--- config.mk ---
export PLATFORM = sky130hd
export DESIGN_NAME = histo_frame_packer
export DESIGN_NICKNAME = d
export VERILOG_FILES = /design/src/rtl/histo_pkg.sv /design/src/rtl/histo_bin_prefetch.sv /design/src/rtl/histo_frame_packer.sv
export SDC_FILE = /design/constraint.sdc
export NUM_CORES = 1
export LEC_CHECK = 0
export CAP_MARGIN = 20
export CORE_ASPECT_RATIO = 1.2
export CORE_MARGIN = 1.5
export CORE_UTILIZATION = 47
export CTS_CLUSTER_DIAMETER = 120
export DETAILED_ROUTE_END_ITERATION = 10
export GPL_ROUTABILITY_DRIVEN = 0
export PLACE_DENSITY = 0.76
export SLEW_MARGIN = 0
export SYNTH_ARGS = -nofsm -noshare
export SYNTH_HDL_FRONTEND = slang
export SYNTH_SLANG_ARGS = --single-unit
--- constraint.sdc ---
create_clock -name fast_clk_in -period 2.2 [get_ports fast_clk_in]
set_input_delay 0.44 -clock fast_clk_in [delete_from_list [all_inputs] [get_ports fast_clk_in]]
set_output_delay 0.44 -clock fast_clk_in [all_outputs]
set_load 0.01 [all_outputs]
--- src/rtl/histo_pkg.sv ---
// Shared definitions for the histogram frame packer: FSM state encoding,
// frame tag bytes, default geometry and small word-building helpers.
package histo_pkg;

  localparam int DEFAULT_NUM_BINS = 1024;
  localparam int DEFAULT_ADDR_W   = 10;

  localparam logic [7:0] HEADER_TAG  = 8'hAA;
  localparam logic [7:0] TRAILER_TAG = 8'h55;

  typedef enum logic [1:0] {
    ST_IDLE   = 2'd0,
    ST_LOAD   = 2'd1,
    ST_STREAM = 2'd2,
    ST_FLUSH  = 2'd3
  } state_t;

  function automatic logic [31:0] header_word(input logic [7:0]  frame_id,
                                              input logic [15:0] num_bins);
    return {HEADER_TAG, frame_id, num_bins};
  endfunction

  function automatic logic [31:0] trailer_word(input logic [7:0] frame_id);
    return {TRAILER_TAG, frame_id, 16'h0000};
  endfunction

endpackage

--- src/rtl/histo_bin_prefetch.sv ---
// Bin RAM reader: walks the bin addresses in ascending order, one read per
// request, and captures the returned word (one-cycle RAM latency) into a
// prefetch register that the frame packer loads into its output word.
module histo_bin_prefetch
  import histo_pkg::*;
#(
  parameter int ADDR_W = DEFAULT_ADDR_W
) (
  input  logic              clk,
  input  logic              rst_n,
  input  logic              fetch_first,
  input  logic              fetch_next,
  output logic [ADDR_W-1:0] bin_addr,
  output logic              bin_rd_en,
  input  logic [31:0]       bin_rd_data,
  output logic [31:0]       prefetch_data
);

  logic rd_pending;

  // Issue one read per request and capture the RAM word the cycle after the strobe.
  // NOTE: every register here, including the prefetch data word, is cleared by the
  // asynchronous reset so a reset mid-frame leaves no stale bin value behind; all
  // state updates use non-blocking assignments so reads of bin_rd_en / bin_addr
  // below see the pre-edge values.
  always_ff @(posedge clk or negedge rst_n) begin
    if (!rst_n) begin
      bin_addr      <= '0;
      bin_rd_en     <= 1'b0;
      rd_pending    <= 1'b0;
      prefetch_data <= '0;
    end else begin
      bin_rd_en <= fetch_first | fetch_next;
      if (fetch_first) begin
        bin_addr <= '0;
      end else if (fetch_next) begin
        bin_addr <= bin_addr + ADDR_W'(1);
      end
      rd_pending <= bin_rd_en;
      if (rd_pending) begin
        prefetch_data <= bin_rd_data;
      end
    end
  end

endmodule

--- src/rtl/histo_frame_packer.sv ---
// Histogram frame packer: on frame_start, streams HEADER, every bin word,
// optional CHECKSUM and TRAILER to a byte serializer, one word per word_done.
// Optional feature macro: HISTO_CHECKSUM_EN adds a running 32-bit sum of the
// bins, emitted as an extra word between the last bin and the trailer.
module histo_frame_packer
  import histo_pkg::*;
#(
  parameter int NUM_BINS = DEFAULT_NUM_BINS,
  parameter int ADDR_W   = DEFAULT_ADDR_W
) (
  input  logic              fast_clk_in,
  input  logic              reset_n,
  input  logic              frame_start,
  output logic [ADDR_W-1:0] bin_addr,
  output logic              bin_rd_en,
  input  logic [31:0]       bin_rd_data,
  input  logic              word_done,
  output logic [31:0]       data_out,
  output logic              ser_reset,
  output logic              busy,
  output logic              frame_done,
  output logic [7:0]        drop_cnt
);

  // Word index counter holds 0..NUM_WORDS; two spare bits cover the extra words.
  localparam int CNT_W = ADDR_W + 2;
`ifdef HISTO_CHECKSUM_EN
  localparam int NUM_WORDS = NUM_BINS + 3;
  localparam logic [CNT_W-1:0] CSUM_IDX = CNT_W'(NUM_BINS + 1);
`else
  localparam int NUM_WORDS = NUM_BINS + 2;
`endif
  localparam logic [CNT_W-1:0] LAST_BIN_IDX = CNT_W'(NUM_BINS);
  localparam logic [CNT_W-1:0] TRAILER_IDX  = CNT_W'(NUM_WORDS - 1);
  localparam logic [CNT_W-1:0] END_IDX      = CNT_W'(NUM_WORDS);

  state_t           state, state_next;
  logic [CNT_W-1:0] word_idx, word_idx_next;
  logic [7:0]       frame_id;
  logic [31:0]      prefetch_data;
  logic [31:0]      stream_word;
  logic             load_hdr, step, close, fetch_first, fetch_next;
`ifdef HISTO_CHECKSUM_EN
  logic [31:0]      checksum;
`endif

  assign word_idx_next = word_idx + CNT_W'(1);
  assign fetch_next    = step && (word_idx_next < LAST_BIN_IDX);
  assign ser_reset     = (state == ST_IDLE) || (state == ST_LOAD);
  assign busy          = (state != ST_IDLE);

  histo_bin_prefetch #(
    .ADDR_W(ADDR_W)
  ) u_prefetch (
    .clk          (fast_clk_in),
    .rst_n        (reset_n),
    .fetch_first  (fetch_first),
    .fetch_next   (fetch_next),
    .bin_addr     (bin_addr),
    .bin_rd_en    (bin_rd_en),
    .bin_rd_data  (bin_rd_data),
    .prefetch_data(prefetch_data)
  );

  // FSM state register.
  always_ff @(posedge fast_clk_in or negedge reset_n) begin
    if (!reset_n) begin
      state <= ST_IDLE;
    end else begin
      state <= state_next;
    end
  end

  // Next-state logic and per-cycle datapath controls.
  // NOTE: every signal written in this block gets a default first, so no path
  // through the case leaves one unassigned and no latch is inferred.
  always_comb begin
    state_next  = state;
    load_hdr    = 1'b0;
    fetch_first = 1'b0;
    step        = 1'b0;
    close       = 1'b0;
    case (state)
      ST_IDLE: begin
        if (frame_start) state_next = ST_LOAD;
      end
      ST_LOAD: begin
        load_hdr    = 1'b1;
        fetch_first = 1'b1;
        state_next  = ST_STREAM;
      end
      ST_STREAM: begin
        if (word_done) begin
          step = 1'b1;
          if (word_idx_next == END_IDX) state_next = ST_FLUSH;
        end
      end
      ST_FLUSH: begin
        if (word_done) begin
          close      = 1'b1;
          state_next = ST_IDLE;
        end
      end
      default: state_next = ST_IDLE;
    endcase
  end

  // Word mux: which word the next word_done puts on data_out (0 once the frame is out).
  always_comb begin
    stream_word = '0;
    if (word_idx_next <= LAST_BIN_IDX) begin
      stream_word = prefetch_data;
    end
`ifdef HISTO_CHECKSUM_EN
    else if (word_idx_next == CSUM_IDX) begin
      stream_word = checksum;
    end
`endif
    else if (word_idx_next == TRAILER_IDX) begin
      stream_word = trailer_word(frame_id);
    end
  end

  // Output word, word index, frame id, completion pulse and drop counter.
  always_ff @(posedge fast_clk_in or negedge reset_n) begin
    if (!reset_n) begin
      data_out   <= '0;
      word_idx   <= '0;
      frame_id   <= '0;
      frame_done <= 1'b0;
      drop_cnt   <= '0;
    end else begin
      frame_done <= close;
      if (load_hdr) begin
        data_out <= header_word(frame_id, 16'(NUM_BINS));
        word_idx <= '0;
      end else if (step) begin
        data_out <= stream_word;
        word_idx <= word_idx_next;
      end
      if (close) begin
        frame_id <= frame_id + 8'd1;
      end
      if (frame_start && (state != ST_IDLE) && (drop_cnt != 8'hFF)) begin
        drop_cnt <= drop_cnt + 8'd1;
      end
    end
  end

`ifdef HISTO_CHECKSUM_EN
  // Running sum of bin words, cleared at the header and added as each bin goes out.
  always_ff @(posedge fast_clk_in or negedge reset_n) begin
    if (!reset_n) begin
      checksum <= '0;
    end else if (load_hdr) begin
      checksum <= '0;
    end else if (step && (word_idx_next <= LAST_BIN_IDX)) begin
      checksum <= checksum + prefetch_data;
    end
  end
`endif

endmodule

# Word-level counts from Yosys, hierarchy flattened
# Cells that the tools add are included.
# op_classes
addsub,4
div_mod_pow,0
n_bitwise,1
n_reduce_logical,9
n_eq_ne,10
order_cmp,2
n_shift,0
mul,0
muxes,17
# op_table
operator,count
$mux 32,3
$mux 31,1
$eq 12x11->1 const B,2
$mux 12,2
$mux 10,2
$add 8x1->8 const B,2
$add 12x1->12 const B,1
$le 12x11->1 const B,1
$lt 12x11->1 const B,1
$add 10x1->10 const B,1
$mux 2,4
$ne 2x2->1 const B,4
$ne 8x8->1 const B,1
$pmux 2 s4,1
$reduce_bool 2->1,3
$eq 2x2->1 const B,2
$mux 1,4
$reduce_and 4->1,1
$logic_and 1x1->1,3
$eq 2x1->1 const B,1
$logic_not 2->1,1
$logic_or 1x1->1,1
$or 1x1->1,1
# totals
romBits,0
inputBits,36
out_inout_bits,54
ram_bits,0
n_memories,0
latchBits,0
register_bits,107
word_cells,53

# Depth between registers and ports, before layout
# depth
depth_word,6
mapped_depth,9

# Cells and area by module
# Synthesis repeated with hierarchy kept, for this count alone.
# unflattened
hier_cells,446
area_unflattened_um2,5228.8
# by_module_without_submodules
mod,area_each_um2,cells_each,n_inst
histo_frame_packer,3495.9,328,1
histo_bin_prefetch,1732.9,118,1

# Worst setup path before layout
# OpenSTA, ideal clock, no wires.
# synth_timing
path_kind,reg2reg
startpoint,reg word_idx[0]
endpoint,reg data_out[16]
setup_time_ns,0.126
period_less_slack_ns,2.293
t_arrival_ns,2.167
stages_incl_launch_ff,8
path_buffers,0
path_slack_ns,-0.093
path_cell_list,dfrtp_1 > ha_1 > nand2_1 > o31a_1 > a31oi_1 > nor3_1 > a41o_4 > a221o_1
# synth_between
elab_chain_len,6
elab_cells_between_ends,7
classes_between,add/sub (1); order compare (1); eq/ne (1); mux (4)
# synth_rtl
item,line_no,text
from (decl),histo_frame_packer.sv:38,"logic [CNT_W-1:0] word_idx, word_idx_next;"
from (signal assigned),histo_frame_packer.sv:139,word_idx <= word_idx_next;
$add 12x1->12 *,histo_frame_packer.sv:47,assign word_idx_next = word_idx + CNT_W'(1);
"parallel branches: the longest is 2 deep, another holds $le 12x11->1",--,
$mux 32 *,histo_frame_packer.sv:111,if (word_idx_next <= LAST_BIN_IDX) begin
$mux 32 *,histo_frame_packer.sv:137,end else if (step) begin
$mux 32 *,histo_frame_packer.sv:134,if (load_hdr) begin
to (signal assigned),histo_frame_packer.sv:135,"data_out <= header_word(frame_id, 16'(NUM_BINS));"
to (signal assigned),histo_frame_packer.sv:138,data_out <= stream_word;
to (decl),histo_frame_packer.sv:18,"output logic [31:0] data_out,"
# Every way passes the cells marked *. The select of a mux whose other input is x is not followed.
# A chain may end at the register's enable or synchronous reset.

# Worst setup path after layout
# layout_timing
startpoint,reg word_idx[1]
endpoint,reg u_prefetch.bin_addr[3]
# layout_between
elab_chain_len,4
# layout_rtl
item,line_no,text
$add 12x1->12,histo_frame_packer.sv:47,
$lt 12x11->1,histo_frame_packer.sv:48,assign fetch_next = step && (word_idx_next < LAST_BIN_IDX);
$logic_and 1x1->1,histo_frame_packer.sv:48,
$reduce_bool 2->1 (no line),--,
to (signal assigned),histo_bin_prefetch.sv:37,bin_addr <= bin_addr + ADDR_W'(1);
to (decl),histo_bin_prefetch.sv:13,"output logic [ADDR_W-1:0] bin_addr,"
# No other way between the ends.

==> flow_summary.yaml <==
outcome:
  outcome: "complete, no violations"
die:
  initial_core_util: 0.481
  rows: 40
  ios: 90
  core_area_um2: 9960
  dieWidth_um: 95.2
  die_h_um: 114
  fp.dieArea_um2: 10800
power:
  power.total_uw: 6330
  vdd_drop_max_mv: 0.519
  p_seq_frac: 0.450
  internal_power_uw: 4310
  comb_power_share: 0.298
  pwr-share-clk: 0.252
  power_density_nw_per_um2: 960
  leakage_uw: 0.00291
  power.net_switching_uw: 2020
  swShare: 0.319
timing:
  relSlewSlack: 0.651
  layout_worst_path_cycle_share: 0.986
  setup_viol_count_final: 0
  rsz0062_at_grt: "yes"
  holdWs_ns: 0.0644
  setup_tns_ns: 0
  final_hold_viol_count: 0
  drv_slew: 0
  period_minus_slack_ns: 2.17
  fin_skew_ns: 0.00814
  timing.fmax_mhz: 461
  tightest_slew_ns: 0.524
worst_setup_path:
  worstSetupEndpointType: "flip-flop"
  startpoint_type: "flip-flop"
  path_max_fanout: 7
  r2r_cells: 8
  path_cells: "ha_4, and3_1, and4_4, or2_2, buf_6, or3_1, xor2_1, nor2_1"
  path_class: "reg -> reg"
  cp.required_ns: 2.44
  cp_slowest_stage_delay_ns: 0.45
  rr_endpoint: "u_prefetch.bin_addr[3]"
  regToRegSetupSlack_ns: 0.03
  crit_arrival_ns: 2.41
  crit_slowest_cell: "dfrtp_2"
  r2r_start: "word_idx[1]"
logic_synthesis:
  synth_compound_area_frac: 0.107
  synth_top_family_by_area: "simple AND/OR/NAND/NOR gates"
  synth.distinct_cells: 47
  synth_common_cells: "dfrtp_1 (107), nand2_1 (36), mux2_2 (34)"
  synth.area.mux_share: 0.0799
  yosys_warnings: 0
  synth.area.top_cells: "dfrtp_1 (56%), mux2_2 (8.0%), xnor2_1 (3.5%)"
  ys_seq_elements: 107
  synth_ff_type: "dfrtp_1"
  syn_inst: 412
  synth_top_area_cell: "dfrtp_1"
  syn_area_um2: 4790
  seq_area_frac_synth: 0.559
  synth_top_area_frac: 0.559
  synthMostInstantiatedCell: "dfrtp_1"
  synth_fa_ha_area_frac: 0.0261
  async_reset_ff_frac: 1.00
  synth_edf_count: 0
  synth-simple-area-share: 0.148
  syn-mean-instance-area_um2: 11.6
  syn-num-nets: 458
  synth_xor_area_frac: 0.0530
detailed_routing:
  drtPass1Iterations: 4
  wl_mm: 11.6
  ant_nets: 0
  via_per_inst: 5.58
  drc: 0
  drt-initial-drc-count: 225
  wl_per_cell_um: 17.2
  num_vias: 3737
clock_tree:
  h-tree-depth: 3
  clock_sinks: 107
  hold_buffers: 0
  clk_pin_slew_ns: 0.08
  cts_tree: "built"
  cts-root-buf: "clkbuf_16"
  clk-insertion-delay-late_ns: 0.35
  cts-buffers-inserted: 9
  cts_max_path_buffers: 2
global_route:
  grt_pass1_wl_mm: 18.1
  grt_pass1_vias: 3709
  grt_overflow: 0
  antenna_found_initial: 0
  grt_start_max_net_pins: 44
  grt_use_total: 0.219
placement:
  hpwl_mm: 7.77
  place_inst: 644
  io_buffers: 89
finish:
  stdcell_count: 670
  antenna_cells: 0
  nNetsFinal: 585
  area_growth_syn_to_layout_pct: 37.6
  drive_gt1_frac: 0.244
job:
  cap_viol_max_count: 0
worst_hold_path:
  min_path_type: "in -> async"
## sequential cells by signal, summed over array words and instances, names as in the netlist
register,count
word_idx,12
data_out,32
frame_id,8
frame_done,1
state,2
u_prefetch.bin_rd_en,1
u_prefetch.bin_addr,10
u_prefetch.prefetch_data,32
drop_cnt,8
u_prefetch.rd_pending,1
## logic make-up after synthesis
family                     after synthesis
DFF                                    107
adders and majority gates               10
muxes                                   34
xor gates and xnor gates                29
buffers and inverters                   29
AOI/OAI and AO/OA                       66
and+or+nand+nor                        137
## power groups by stage
stage	sequential, µW	combinational, µW	clock, µW
floorplan	2830	880	0
global placement	2820	1690	0
detailed placement	2850	1740	0
CTS	2840	1790	1610
global route	2900	2040	1700
finish	2850	1890	1590
## layout make-up
class / instances / area [µm²]
multi-input cells: 278 / 2140
clock inverters: 7 / 70.1
repair buffers: 133 / 1270
flip-flops and latches: 107 / 2690
clock buffers: 9 / 225
well taps: 126 / 158
inverters: 10 / 37.5
fillers: 730 / 3370
## metal layers
metal	part of all wire	global-route usage	wire, µm
met3	0.047	0.0520	548
met2	0.50	0.354	5830
met5	0	0	0
met4	0.024	0.0776	275
met1	0.42	0.287	4900
## stage by stage
| step | instance area [µm²] | setup WS [ns] | utilization |
|---|---|---|---|
| final | 6590 | 0.0318 | 0.662 |
| after global routing | 6590 | -0.0257 | 0.662 |
| after CTS | 6410 | 0.00140 | 0.644 |
| after detailed placement | 6050 | -0.154 | 0.607 |
| after global placement | 6050 | -0.0541 | 0.607 |
| after floorplan | 4800 | 0.0252 | - |
## critical path, delay by kind of cell, from the launching register on
| family | cells | cell delay (ns) |
|---|---|---|
| and+or+nand+nor | 5 | 1.12 |
| DFF | 1 | 0.45 |
| adders and majority gates | 1 | 0.19 |
| buffers and inverters | 1 | 0.14 |
| xor gates and xnor gates | 1 | 0.14 |
## layout by cell type (no fill, tap or decap), types with 11 or more instances in the layout
master and instances:
a221o_1 13, a22o_1 16, and3_1 14, buf_4 39
clkdlybuf4s50_1 86, dfrtp_1 101, mux2_2 34, nand2_1 36
nand3_1 14, nor2_1 27, o21ai_0 11, xnor2_1 19
## how the worst max path moves through the flow
stage | endpoint | cells past startpoint | start
after global placement | data_out[20] | 7 | word_idx[1]
after floorplan | data_out[16] | 7 | word_idx[1]
final | u_prefetch.bin_addr[3] | 8 | word_idx[1]
after detailed placement | data_out[21] | 7 | word_idx[1]
after global routing | state[1] | 8 | word_idx[1]
after CTS | data_out[22] | 7 | word_idx[0]
## what timing repair did
action                     CTS  global route
setup endpoints to repair   29            41
resized for setup           11            24
cloned                       1             1
buffers inserted             1             7
pin swaps                    2             4
No activity file was read; power rests on OpenSTA's default activity.
